===== src/rtl/output_port_serializer_if.sv =====
// rtl/output_port_serializer_if.sv - grant and egress stream bundle for the port serializer
// master drives grants and egress ready; slave is the serializer side.
interface output_port_serializer_if #(
  parameter int NUM_PORTS  = 4,
  parameter int DATA_WIDTH = 16,
  parameter int OUT_WIDTH  = 8
) ();
  localparam int SEL_WIDTH = (NUM_PORTS > 1) ? $clog2(NUM_PORTS) : 1;

  logic [NUM_PORTS*DATA_WIDTH-1:0] in_data;
  logic                            grant_valid;
  logic [SEL_WIDTH-1:0]            grant_sel;
  logic                            grant_ready;
  logic [OUT_WIDTH-1:0]            out_data;
  logic                            out_valid;
  logic                            out_ready;
  logic                            out_last;
  logic                            err_sel;

  modport master (
    output in_data, grant_valid, grant_sel, out_ready,
    input  grant_ready, out_data, out_valid, out_last, err_sel
  );

  modport slave (
    input  in_data, grant_valid, grant_sel, out_ready,
    output grant_ready, out_data, out_valid, out_last, err_sel
  );
endinterface


===== src/rtl/output_port_serializer.sv =====
// rtl/output_port_serializer.sv - egress stage: captures the granted channel word and streams it as beats
// A new grant is taken in IDLE or on the last-beat handshake, so back-to-back words have no bubble.
module output_port_serializer #(
  parameter int NUM_PORTS  = 4,
  parameter int DATA_WIDTH = 16,
  parameter int OUT_WIDTH  = 8,
  parameter bit MSB_FIRST  = 1'b1
) (
  input  logic                       clk,
  input  logic                       rst,
  output_port_serializer_if.slave    bus
);
  localparam int SEL_WIDTH = (NUM_PORTS > 1) ? $clog2(NUM_PORTS) : 1;
  localparam int BEATS     = DATA_WIDTH / OUT_WIDTH;
  localparam int CNT_WIDTH = (BEATS > 1) ? $clog2(BEATS) : 1;

  if (DATA_WIDTH % OUT_WIDTH != 0) begin : g_bad_width
    $error("DATA_WIDTH must be a multiple of OUT_WIDTH");
  end
  if (NUM_PORTS < 2) begin : g_bad_ports
    $error("NUM_PORTS must be at least 2");
  end

  typedef enum logic {
    IDLE = 1'b0,
    SEND = 1'b1
  } state_t;

  state_t                state;
  logic [CNT_WIDTH-1:0]  beat_cnt;
  logic [DATA_WIDTH-1:0] word;
  logic [OUT_WIDTH-1:0]  out_data_q;
  logic                  out_last_q;
  logic                  err_sel_q;

  logic [DATA_WIDTH-1:0] sel_word;
  logic                  in_range;
  logic                  grant_ready;
  logic                  take;
  logic                  capture;
  logic                  drop;
  logic                  xfer;
  logic [CNT_WIDTH-1:0]  nxt_cnt;

  // Beat k of a word, in transmit order.
  function automatic logic [OUT_WIDTH-1:0] beat_of(input logic [DATA_WIDTH-1:0] w,
                                                   input logic [CNT_WIDTH-1:0]  k);
    int idx;
    idx = MSB_FIRST ? (BEATS - 1 - int'(k)) : int'(k);
    return w[idx*OUT_WIDTH +: OUT_WIDTH];
  endfunction

  // Mux by comparison so an out-of-range select never indexes past in_data.
  always_comb begin
    sel_word = '0;
    for (int i = 0; i < NUM_PORTS; i++) begin
      if (bus.grant_sel == SEL_WIDTH'(i)) begin
        sel_word = bus.in_data[i*DATA_WIDTH +: DATA_WIDTH];
      end
    end
  end

  assign in_range    = 32'(bus.grant_sel) < NUM_PORTS;
  assign grant_ready = (state == IDLE) || (out_last_q && bus.out_ready);
  assign take        = bus.grant_valid && grant_ready;
  assign capture     = take && in_range;
  assign drop        = take && !in_range;
  assign xfer        = (state == SEND) && bus.out_ready;
  assign nxt_cnt     = beat_cnt + CNT_WIDTH'(1);

  always_ff @(posedge clk) begin
    if (rst) begin
      state      <= IDLE;
      beat_cnt   <= '0;
      word       <= '0;
      out_data_q <= '0;
      out_last_q <= 1'b0;
      err_sel_q  <= 1'b0;
    end else begin
      err_sel_q <= drop;
      if (capture) begin
        state      <= SEND;
        word       <= sel_word;
        beat_cnt   <= '0;
        out_data_q <= beat_of(sel_word, '0);
        out_last_q <= (BEATS == 1);
      end else if (xfer) begin
        if (out_last_q) begin
          state      <= IDLE;
          out_last_q <= 1'b0;
        end else begin
          beat_cnt   <= nxt_cnt;
          out_data_q <= beat_of(word, nxt_cnt);
          out_last_q <= (32'(nxt_cnt) == BEATS - 1);
        end
      end
    end
  end

  assign bus.grant_ready = grant_ready;
  assign bus.out_data    = out_data_q;
  assign bus.out_valid   = (state == SEND);
  assign bus.out_last    = out_last_q;
  assign bus.err_sel     = err_sel_q;
endmodule


===== src/flat_wrapper.sv =====
// flat-port wrapper written by rule: the top's interface ports become plain ports
module output_port_serializer_flat 
#(
  parameter int NUM_PORTS  = 4,
  parameter int DATA_WIDTH = 16,
  parameter int OUT_WIDTH  = 8,
  parameter bit MSB_FIRST  = 1'b1
)
  (clk, rst, bus_in_data, bus_grant_valid, bus_grant_sel, bus_out_ready, bus_grant_ready, bus_out_data, bus_out_valid, bus_out_last, bus_err_sel);
  output_port_serializer_if #(.NUM_PORTS(NUM_PORTS), .DATA_WIDTH(DATA_WIDTH), .OUT_WIDTH(OUT_WIDTH)) bus_i ();
  input  logic clk;
  input  logic rst;
  input wire logic [$bits(bus_i.in_data)-1:0] bus_in_data;
  input wire logic [$bits(bus_i.grant_valid)-1:0] bus_grant_valid;
  input wire logic [$bits(bus_i.grant_sel)-1:0] bus_grant_sel;
  input wire logic [$bits(bus_i.out_ready)-1:0] bus_out_ready;
  output wire logic [$bits(bus_i.grant_ready)-1:0] bus_grant_ready;
  output wire logic [$bits(bus_i.out_data)-1:0] bus_out_data;
  output wire logic [$bits(bus_i.out_valid)-1:0] bus_out_valid;
  output wire logic [$bits(bus_i.out_last)-1:0] bus_out_last;
  output wire logic [$bits(bus_i.err_sel)-1:0] bus_err_sel;
  assign bus_i.in_data = bus_in_data;
  assign bus_i.grant_valid = bus_grant_valid;
  assign bus_i.grant_sel = bus_grant_sel;
  assign bus_i.out_ready = bus_out_ready;
  assign bus_grant_ready = bus_i.grant_ready;
  assign bus_out_data = bus_i.out_data;
  assign bus_out_valid = bus_i.out_valid;
  assign bus_out_last = bus_i.out_last;
  assign bus_err_sel = bus_i.err_sel;
  output_port_serializer #(.NUM_PORTS(NUM_PORTS), .DATA_WIDTH(DATA_WIDTH), .OUT_WIDTH(OUT_WIDTH), .MSB_FIRST(MSB_FIRST)) u_core (.clk(clk), .rst(rst), .bus(bus_i));
endmodule

===== config.mk =====
export PLATFORM = sky130hd
export DESIGN_NAME = output_port_serializer_flat
export DESIGN_NICKNAME = d
export VERILOG_FILES = /design/src/rtl/output_port_serializer_if.sv /design/src/rtl/output_port_serializer.sv /design/src/flat_wrapper.sv
export SDC_FILE = /design/constraint.sdc
export NUM_CORES = 1
export LEC_CHECK = 0
export ABC_AREA = 1
export BUFFER_PORTS_ARGS = -buffer_cell sky130_fd_sc_hd__buf_4
export CORE_ASPECT_RATIO = 0.7
export CORE_MARGIN = 5
export CORE_UTILIZATION = 25
export CTS_BUF_LIST = sky130_fd_sc_hd__clkbuf_4 sky130_fd_sc_hd__clkbuf_8 sky130_fd_sc_hd__clkbuf_16
export CTS_CLUSTER_DIAMETER = 40
export DETAILED_ROUTE_END_ITERATION = 10
export PLACE_DENSITY = 0.59
export SLEW_MARGIN = 10
export SYNTH_ARGS = -nofsm -noshare
export SYNTH_HDL_FRONTEND = slang
export SYNTH_SLANG_ARGS = --single-unit

===== constraint.sdc =====
create_clock -name clk -period 1.5 [get_ports clk]
set_clock_uncertainty 0.05 [all_clocks]
set_input_delay 0.075 -clock clk [delete_from_list [all_inputs] [get_ports clk]]
set_output_delay 0.075 -clock clk [all_outputs]
set_load 0.1 [all_outputs]

# == Word-level counts from Yosys, hierarchy flattened ==
# Index checks and enable logic that the tools add are counted.
# totals
register_bits,27
inputBits,70
out_inout_bits,12
word_cells,36
# op_classes
addsub,2
eq_ne,4
n_shift,1
muxes,11
n_bitwise,2
n_reduce_logical,11
# op_table
operator,count
$mux 16,4
$shiftx 16x32->8,1
$mux 8,3
$reduce_and 2->1,3
$eq 2x2->1 const B,2
$mux 1,4
$reduce_bool 2->1,2
$logic_and 1x1->1,3
$eq 2x1->1 const B,1
$logic_not 2->1,1
$ne 2x2->1 const B,1
$not 1->1,2
$reduce_or 2->1,1
$sub 1x1->2 const A,1
$add 1x1->1 const B,1
$logic_or 1x1->1,1

# == Longest topological paths before layout ==
# Gate-level depths: netlist (run 1).
# depth
ltp_word,6
depth_mapped,8
mapped_depth_nobuf,7

# == Least setup slack after synthesis (run 1) ==
# No wires, ideal clock.
# synth_timing
kind,register to register
from,register u_core.state (netlist: u_core.bus.out_valid)
to,register u_core.word[13]
arrival_ps,2297
setup_slack_ps,-915
path_stages_with_launch,8
path_buffers,1
cell_sequence,dfxtp_1 -> nand2_2 -> nand2_4 -> nand2_1 -> inv_2 -> buf_6 -> nand2_1 -> o21ai_1
# synth_via
elab_chain_len,3
# synth_rtl
element,line,source
start: declaration,output_port_serializer.sv:29,state_t state;
start signal: assignment,output_port_serializer.sv:73,state <= IDLE;
start signal: assignment,output_port_serializer.sv:82,state <= SEND;
start signal: assignment,output_port_serializer.sv:89,state <= IDLE;
$not 1->1,output_port_serializer.sv:64,assign grant_ready = (state == IDLE) || (out_last_q && bus.out_ready);
$logic_or 1x1->1,output_port_serializer.sv:64,
net bus_grant_ready,flat_wrapper.sv:17,output wire logic [$bits(bus_i.grant_ready)-1:0] bus_grant_ready;
$logic_and 1x1->1,output_port_serializer.sv:65,assign take = bus.grant_valid && grant_ready;
end signal: assignment,output_port_serializer.sv:83,word <= sel_word;
end: declaration,output_port_serializer.sv:31,logic [DATA_WIDTH-1:0] word;
# The timed path passes the listed nets, and every way through them passes these cells.
# A chain may end at the register's enable or synchronous reset.

# == Worst setup path after layout (run 1) ==
# layout_timing
from,register u_core.out_last_q (netlist: u_core.bus.out_last)
to,register u_core.word[11]
# layout_via
elab_chain_len,3
# layout_rtl
element,line,source
start: declaration,output_port_serializer.sv:33,logic out_last_q;
start signal: assignment,output_port_serializer.sv:86,out_last_q <= (BEATS == 1);
start signal: assignment,output_port_serializer.sv:94,out_last_q <= (32'(nxt_cnt) == BEATS - 1);
$logic_and 1x1->1,output_port_serializer.sv:64,
$logic_or 1x1->1,output_port_serializer.sv:64,
$logic_and 1x1->1,output_port_serializer.sv:65,
# Every way passes these cells.

==> results.json, run 1 <==
{
  "place_area_sq_mm": 0.00233,
  "maxSlewViolCount": 0,
  "dp_slack_ns": 0.296,
  "synth.distinct_cells": 24,
  "crit_arrival_ns": 1.38,
  "start_kind": "register",
  "final_area_sq_mm": 0.00238,
  "ys_top_cells_by_area": "dfxtp_1 32%, nand2_1 22%, nand3_1 10%",
  "multi_input_area_sq_um": 977,
  "vias": 1945,
  "area_delta_synth_final_pct": 42.7,
  "setup_viol": 0,
  "period_needed_ns": 1.21,
  "critical_path_class": "reg -> reg",
  "synth_top_family_by_area": "simple AND/OR/NAND/NOR gates",
  "synth_xor_area_frac": 0,
  "port_buffers": 80,
  "post_cts_buffers": 0,
  "status": "finished, final reports clean",
  "grt_pass1_wl_microns": 9100,
  "vias_per_cell": 4.45,
  "num-fill-cells": 728,
  "worstPathMaxFanout": 17,
  "crit_path_end_kind": "register",
  "synth-compound-area-share": 0.135,
  "seqCellArea_sq_um": 548,
  "clockBufferDepth": 2,
  "grt_pass1_vias": 1888,
  "min_path_type": "in -> reg",
  "hold_violations": 0,
  "antenna_cells": 0,
  "final_cell_mix": "96 x nand2_1, 82 x buf_4, 34 x nand3_1",
  "worst_setup_hold_path_clk_slew_ns": 0.09,
  "final.setup.worst_slack_ns": 0.289,
  "p_per_area_mw_per_mm2": 818,
  "hp-start": "rst",
  "synth_seq_cells": 27,
  "rows": 24,
  "synth_top_area_share": 0.324,
  "numCtsBuffers": 3,
  "cts_resized": 0,
  "r2r_cells": 7,
  "cts_root_buf": "clkbuf_8",
  "die_width_microns": 108,
  "rr_startpoint": "u_core.bus.out_last$_SDFFE_PP0P_",
  "synth_cells": 273,
  "die_h_microns": 78.3,
  "yosys.area.top_type": "dfxtp_1",
  "muxShareOfSynthArea": 0,
  "core-area_sq_mm": 0.00637,
  "clock_latency_ns": 0.27,
  "firstDrtPassIters": 5,
  "r2r-end": "u_core.word[11]$_SDFFE_PP0P_",
  "wirelength_microns": 5500,
  "max_freq_mhz": 826,
  "cts.sinks": 27,
  "post-route-period-util": 0.807,
  "ant_nets": 0,
  "cts_tree": "done",
  "yosysSeqAreaShare": 0.324,
  "power_leakage_nw": 1.18,
  "die-area_sq_mm": 0.00843,
  "drt_iter0_drc": 107,
  "io_pins": 82,
  "avgSynthCellArea_sq_um": 6.11,
  "antenna_found_initial": 0,
  "syn_nets": 343,
  "nets": 417,
  "synth_simple_gate_area_share": 0.436,
  "grt_max_degree": 27,
  "peakVddDrop_v": 0.000550,
  "dp_hpwl_microns": 4380,
  "endpoint": "u_core.word[11]$_SDFFE_PP0P_",
  "synthesis.area_sq_mm": 0.00167,
  "grt_overflow": 0,
  "cap_violations": 0,
  "drive_above_1_share": 0.292,
  "initial_core_util": 0.262,
  "grt.total_usage": 0.131,
  "required_ns": 1.67,
  "synth_warnings": 0,
  "wl_per_cell_microns": 12.6,
  "drc": 0,
  "final_common_cell": "nand2_1",
  "worst-r2r-setup-slack_ns": 0.29,
  "cts_max_level": 1,
  "cts_hold_buffers": 0,
  "synth_fa_ha_area_frac": 0,
  "rsz0062_at_grt": "no",
  "setup_tns_ns": 0,
  "globalplace.congestion": 0.808,
  "startpoint": "u_core.bus.out_last$_SDFFE_PP0P_"
}
==> cell usage after synthesis <==
cell and instances:
nand2_1 97, nand3_1 34, nor2_1 32, dfxtp_1 27, o21ai_0 21, inv_1 11, o21ai_1 11, a21oi_1 10
buf_6 6, buf_2 5, nor2_2 3, buf_4 2, inv_2 2, nand2_4 2, a31oi_1 1, clkbuf_2 1
clkinv_1 1, conb_1 1, inv_4 1, nand2_2 1, nand3b_1 1, nor2_4 1, o21ai_2 1, or2_0 1
==> critical path: stages, from the launching register on <==
cell and delay, ns:
dfxtp_4 0.37, nand2_4 0.08, nand2_8 0.06, nand2_4 0.07, nand2_1 0.08, inv_2 0.27, nand2_1 0.10, o21ai_1 0.08
==> worst min path at each step <==
stage / to / slack [ns] / cells past startpoint
2_1_floorplan: u_core.word[0]$_SDFFE_PP0P_ / 0.23 / 4
3_3_place_gp: u_core.bus.out_valid$_SDFFE_PP0P_ / 0.30 / 2
3_5_place_dp: u_core.bus.out_valid$_SDFFE_PP0P_ / 0.30 / 2
4_1_cts: u_core.bus.out_valid$_SDFFE_PP0P_ / 0.005 / 2
5_1_grt: u_core.bus.out_valid$_SDFFE_PP0P_ / 0.001 / 2
6_report: u_core.bus.out_valid$_SDFFE_PP0P_ / 0.006 / 2
==> state kept, by name, summed over array words and instances (netlist names) <==
register / count
u_core.beat_cnt: 1
u_core.word: 16
u_core.bus.out_last: 1
u_core.bus.out_data: 8
u_core.bus.out_valid: 1
==> power breakdown <==
| part | switching [mW] | internal, mW |
|---|---|---|
| Clock | 0.232 | 0.186 |
| Combinational | 0.458 | 0.255 |
| Sequential | 0.0390 | 0.775 |
| Total | 0.729 | 1.22 |
==> kinds of logic (layout without fill, tap and decap cells) <==
family | after synthesis | after routing
AND/OR/NAND/NOR | 172 | 172
AO/OA/AOI/OAI | 44 | 44
buffers and inverters | 29 | 102
flip-flops | 27 | 27
other | 1 | 1
==> routing by layer <==
metal / up-vias / track usage / part of all wire
met2: 77 / 0.205 / 0.43
li1: 1024 / - / -
met1: 842 / 0.190 / 0.49
met3: 2 / 0.0320 / 0.072
met5: - / 0 / 0
met4: 0 / 0.0126 / 0.0013
==> cell type report <==
| type | count | share of cell area |
|---|---|---|
| multi-input cells | 217 | 0.411 |
| repair buffers | 83 | 0.267 |
| flip-flops and latches | 27 | 0.230 |
| well taps | 91 | 0.0478 |
| inverters | 15 | 0.0247 |
| clock buffers | 3 | 0.0174 |
| clock inverters | 1 | 0.00210 |
==> per-stage QoR <==
stage	power, mW	cells	util	hold slack [ns]
2_1_floorplan	1.30	273	-	0.225
3_3_place_gp	1.55	433	0.367	0.295
3_5_place_dp	1.55	433	0.367	0.302
4_1_cts	1.96	437	0.374	0.00548
5_1_grt	2.06	437	0.374	0.00106
6_report	1.95	437	0.374	0.00630
Note: power is estimated with default switching activity, not from simulation.
==> run 2: changes to the inputs <==
--- a/config.mk
+++ b/config.mk
@@ -13,7 +13,7 @@
 export CTS_BUF_LIST = sky130_fd_sc_hd__clkbuf_4 sky130_fd_sc_hd__clkbuf_8 sky130_fd_sc_hd__clkbuf_16
 export CTS_CLUSTER_DIAMETER = 40
 export DETAILED_ROUTE_END_ITERATION = 10
-export PLACE_DENSITY = 0.59
+export PLACE_DENSITY = 0.61
 export SLEW_MARGIN = 10
 export SYNTH_ARGS = -nofsm -noshare
 export SYNTH_HDL_FRONTEND = slang
==> constraint.sdc (replaced) <==
create_clock -name clk -period 1.1 [get_ports clk]
set_clock_uncertainty 0.05 [all_clocks]
set_input_delay 0.055 -clock clk [delete_from_list [all_inputs] [get_ports clk]]
set_output_delay 0.055 -clock clk [all_outputs]
set_load 0.1 [all_outputs]
==> run 2 against run 1 <==
The flow now finishes with violations (setup timing). Combinational power rose by 58%. Sequential power is 36% higher. Die area stayed put. Core utilization up 4.2 points. Sequential share of layout area shrank 2.2 points. Critical path depth fell by 3. First-iteration DRC count up 21%. Total power up 45%. Worst hold slack better by 0.016 ns. Via count is 2.0% higher. Largest cell class unchanged.
==> results.json, run 2 (synthesis results as in run 1) <==
{
  "numCtsBuffers": 3,
  "drc": 0,
  "crit_slowest_cell": "dfxtp_4",
  "critPathBufInv": 2,
  "p_per_area_mw_per_mm2": 1070,
  "final_cells": 451,
  "globalplace.congestion": 0.781,
  "hold_violations": 0,
  "antenna_cells": 0,
  "placedCellCount": 446,
  "power_leakage_nw": 1.29,
  "area_delta_synth_final_pct": 58.6,
  "cp.depth": 4,
  "grt_max_degree": 27,
  "die_width_microns": 108,
  "whs_ns": 0.0224,
  "crit_chain": "nand2_4, nand2_8, buf_6, buf_12",
  "drt_iter0_drc": 130,
  "die_h_microns": 78.3,
  "wl_per_cell_microns": 12.6,
  "critical_path_class": "reg -> out",
  "r2r-end": "u_core.bus.out_data[6]$_SDFFE_PP0P_",
  "power.total_mw": 2.82,
  "rr_startpoint": "u_core.bus.out_last$_SDFFE_PP0P_",
  "grt_pass1_vias": 1889,
  "status": "finished, violations left",
  "cts.sinks": 27,
  "final_cell_mix": "92 x nand2_1, 89 x buf_4, 29 x nand3_1",
  "vias": 1983,
  "multi_input_area_sq_mm": 0.00109,
  "final_common_cell": "nand2_1",
  "wirelength_microns": 5690,
  "start_kind": "register",
  "rsz0062_at_grt": "yes",
  "grt_overflow": 0,
  "finish.utilization": 0.415,
  "grt_pass1_wl_microns": 9140,
  "worst-r2r-setup-slack_ns": -0.04,
  "cap_violations": 0,
  "crit_path_end_kind": "primary output",
  "die-area_sq_mm": 0.00843,
  "port_buffers": 80,
  "setup_tns_ns": -0.312,
  "regMostFlops": "u_core.word",
  "clock_latency_ns": 0.28,
  "final.setup.worst_slack_ns": -0.0908,
  "num-fill-cells": 701,
  "rows": 24,
  "hold_depth": 5,
  "dp_hpwl_microns": 4480,
  "holdPathEnd": "u_core.word[0]$_SDFFE_PP0P_",
  "largest_reg_flops": 16,
  "worst_setup_hold_path_clk_slew_ns": 0.10,
  "cts_root_buf": "clkbuf_8",
  "r2r_cells": 6,
  "failed_checks": "setup timing",
  "maxSlewViolCount": 0,
  "cts_max_level": 1,
  "firstDrtPassIters": 4,
  "period_needed_ns": 1.19,
  "worstPathMaxFanout": 5,
  "core-area_sq_mm": 0.00637,
  "vias_per_cell": 4.40,
  "min_path_type": "in -> reg",
  "io_pins": 82,
  "seqCellArea_sq_um": 552,
  "max_stage_delay_ns": 0.37,
  "post-route-period-util": 1.08,
  "setup_viol": 15,
  "drive_above_1_share": 0.394,
  "max_freq_mhz": 840,
  "crit_arrival_ns": 1.09,
  "required_ns": 1.00,
  "nets": 431,
  "grt.total_usage": 0.132,
  "hp-start": "bus_in_data[16]",
  "clockBufferDepth": 2,
  "peakVddDrop_v": 0.000497,
  "antenna_found_initial": 0,
  "crit_family": "flip-flops",
  "ant_nets": 0,
  "cts_hold_buffers": 0,
  "initial_core_util": 0.262,
  "cts_tree": "done"
}
-- run 2: cell types whose count changed in the layout (fill, tap and decap cells not counted), moves of 4 or more --
cell,delta
o21ai_0,-8
buf_4,+7
a21oi_1,-5
a21oi_2,+5
nand3_1,-5
nand3_2,+5
nor2_1,-5
nand2_1,-4
nor2_2,+4
o21ai_1,+4
o21ai_2,+4
-- run 2: area by class of cell --
cell class,count,area share
repair buffers,96,0.294
clock inverters,1,0.00189
inverters,15,0.0255
flip-flops and latches,27,0.209
clock buffers,3,0.0156
multi-input cells,218,0.412
well taps,91,0.0430
-- run 2: metrics by stage --
step	worst slack (ns)	cell area, sq um
after floorplan	-0.335	1750
after global placement	-0.0680	2470
after detailed placement	-0.105	2470
after CTS	-0.0831	2570
after global routing	-0.135	2650
final	-0.0908	2650
-- run 2: power by group --
group / switching [mW] / internal, mW
clock: 0.324 / 0.255
sequential: 0.0536 / 1.06
combinational: 0.692 / 0.434
-- run 2: metal layers --
metal	part of all wire	GRT usage	vias up
met5	0	0	-
met4	0.0021	0.0177	0
met3	0.079	0.0426	4
met2	0.42	0.197	57
met1	0.50	0.190	877
li1	-	-	1045
-- run 2: timing repair --
| item | in CTS | in global routing |
|---|---|---|
| setup buffers | 0 | 0 |
| resized for setup | 14 | 24 |
| setup endpoints to repair | 29 | 30 |
| pin swaps | 2 | 4 |
| cloned | 0 | 1 |
-- run 2: worst min-delay path: cells and delay by family --
| family | cells | cell delay (ns) |
|---|---|---|
| buffers and inverters | 1 | 0.08 |
| AND/OR/NAND/NOR | 4 | 0.20 |
-- run 2: worst max-delay path by stage --
stage / startpoint / to / slack, ns
6_report: u_core.bus.out_last$_SDFFE_PP0P_ / bus_grant_ready / -0.09
5_1_grt: u_core.bus.out_last$_SDFFE_PP0P_ / u_core.word[11]$_SDFFE_PP0P_ / -0.14
4_1_cts: u_core.bus.out_last$_SDFFE_PP0P_ / u_core.bus.out_data[6]$_SDFFE_PP0P_ / -0.08
3_5_place_dp: u_core.bus.out_last$_SDFFE_PP0P_ / u_core.word[7]$_SDFFE_PP0P_ / -0.10
3_3_place_gp: u_core.bus.out_last$_SDFFE_PP0P_ / u_core.word[7]$_SDFFE_PP0P_ / -0.07
2_1_floorplan: u_core.bus.out_last$_SDFFE_PP0P_ / u_core.word[13]$_SDFFE_PP0P_ / -0.33
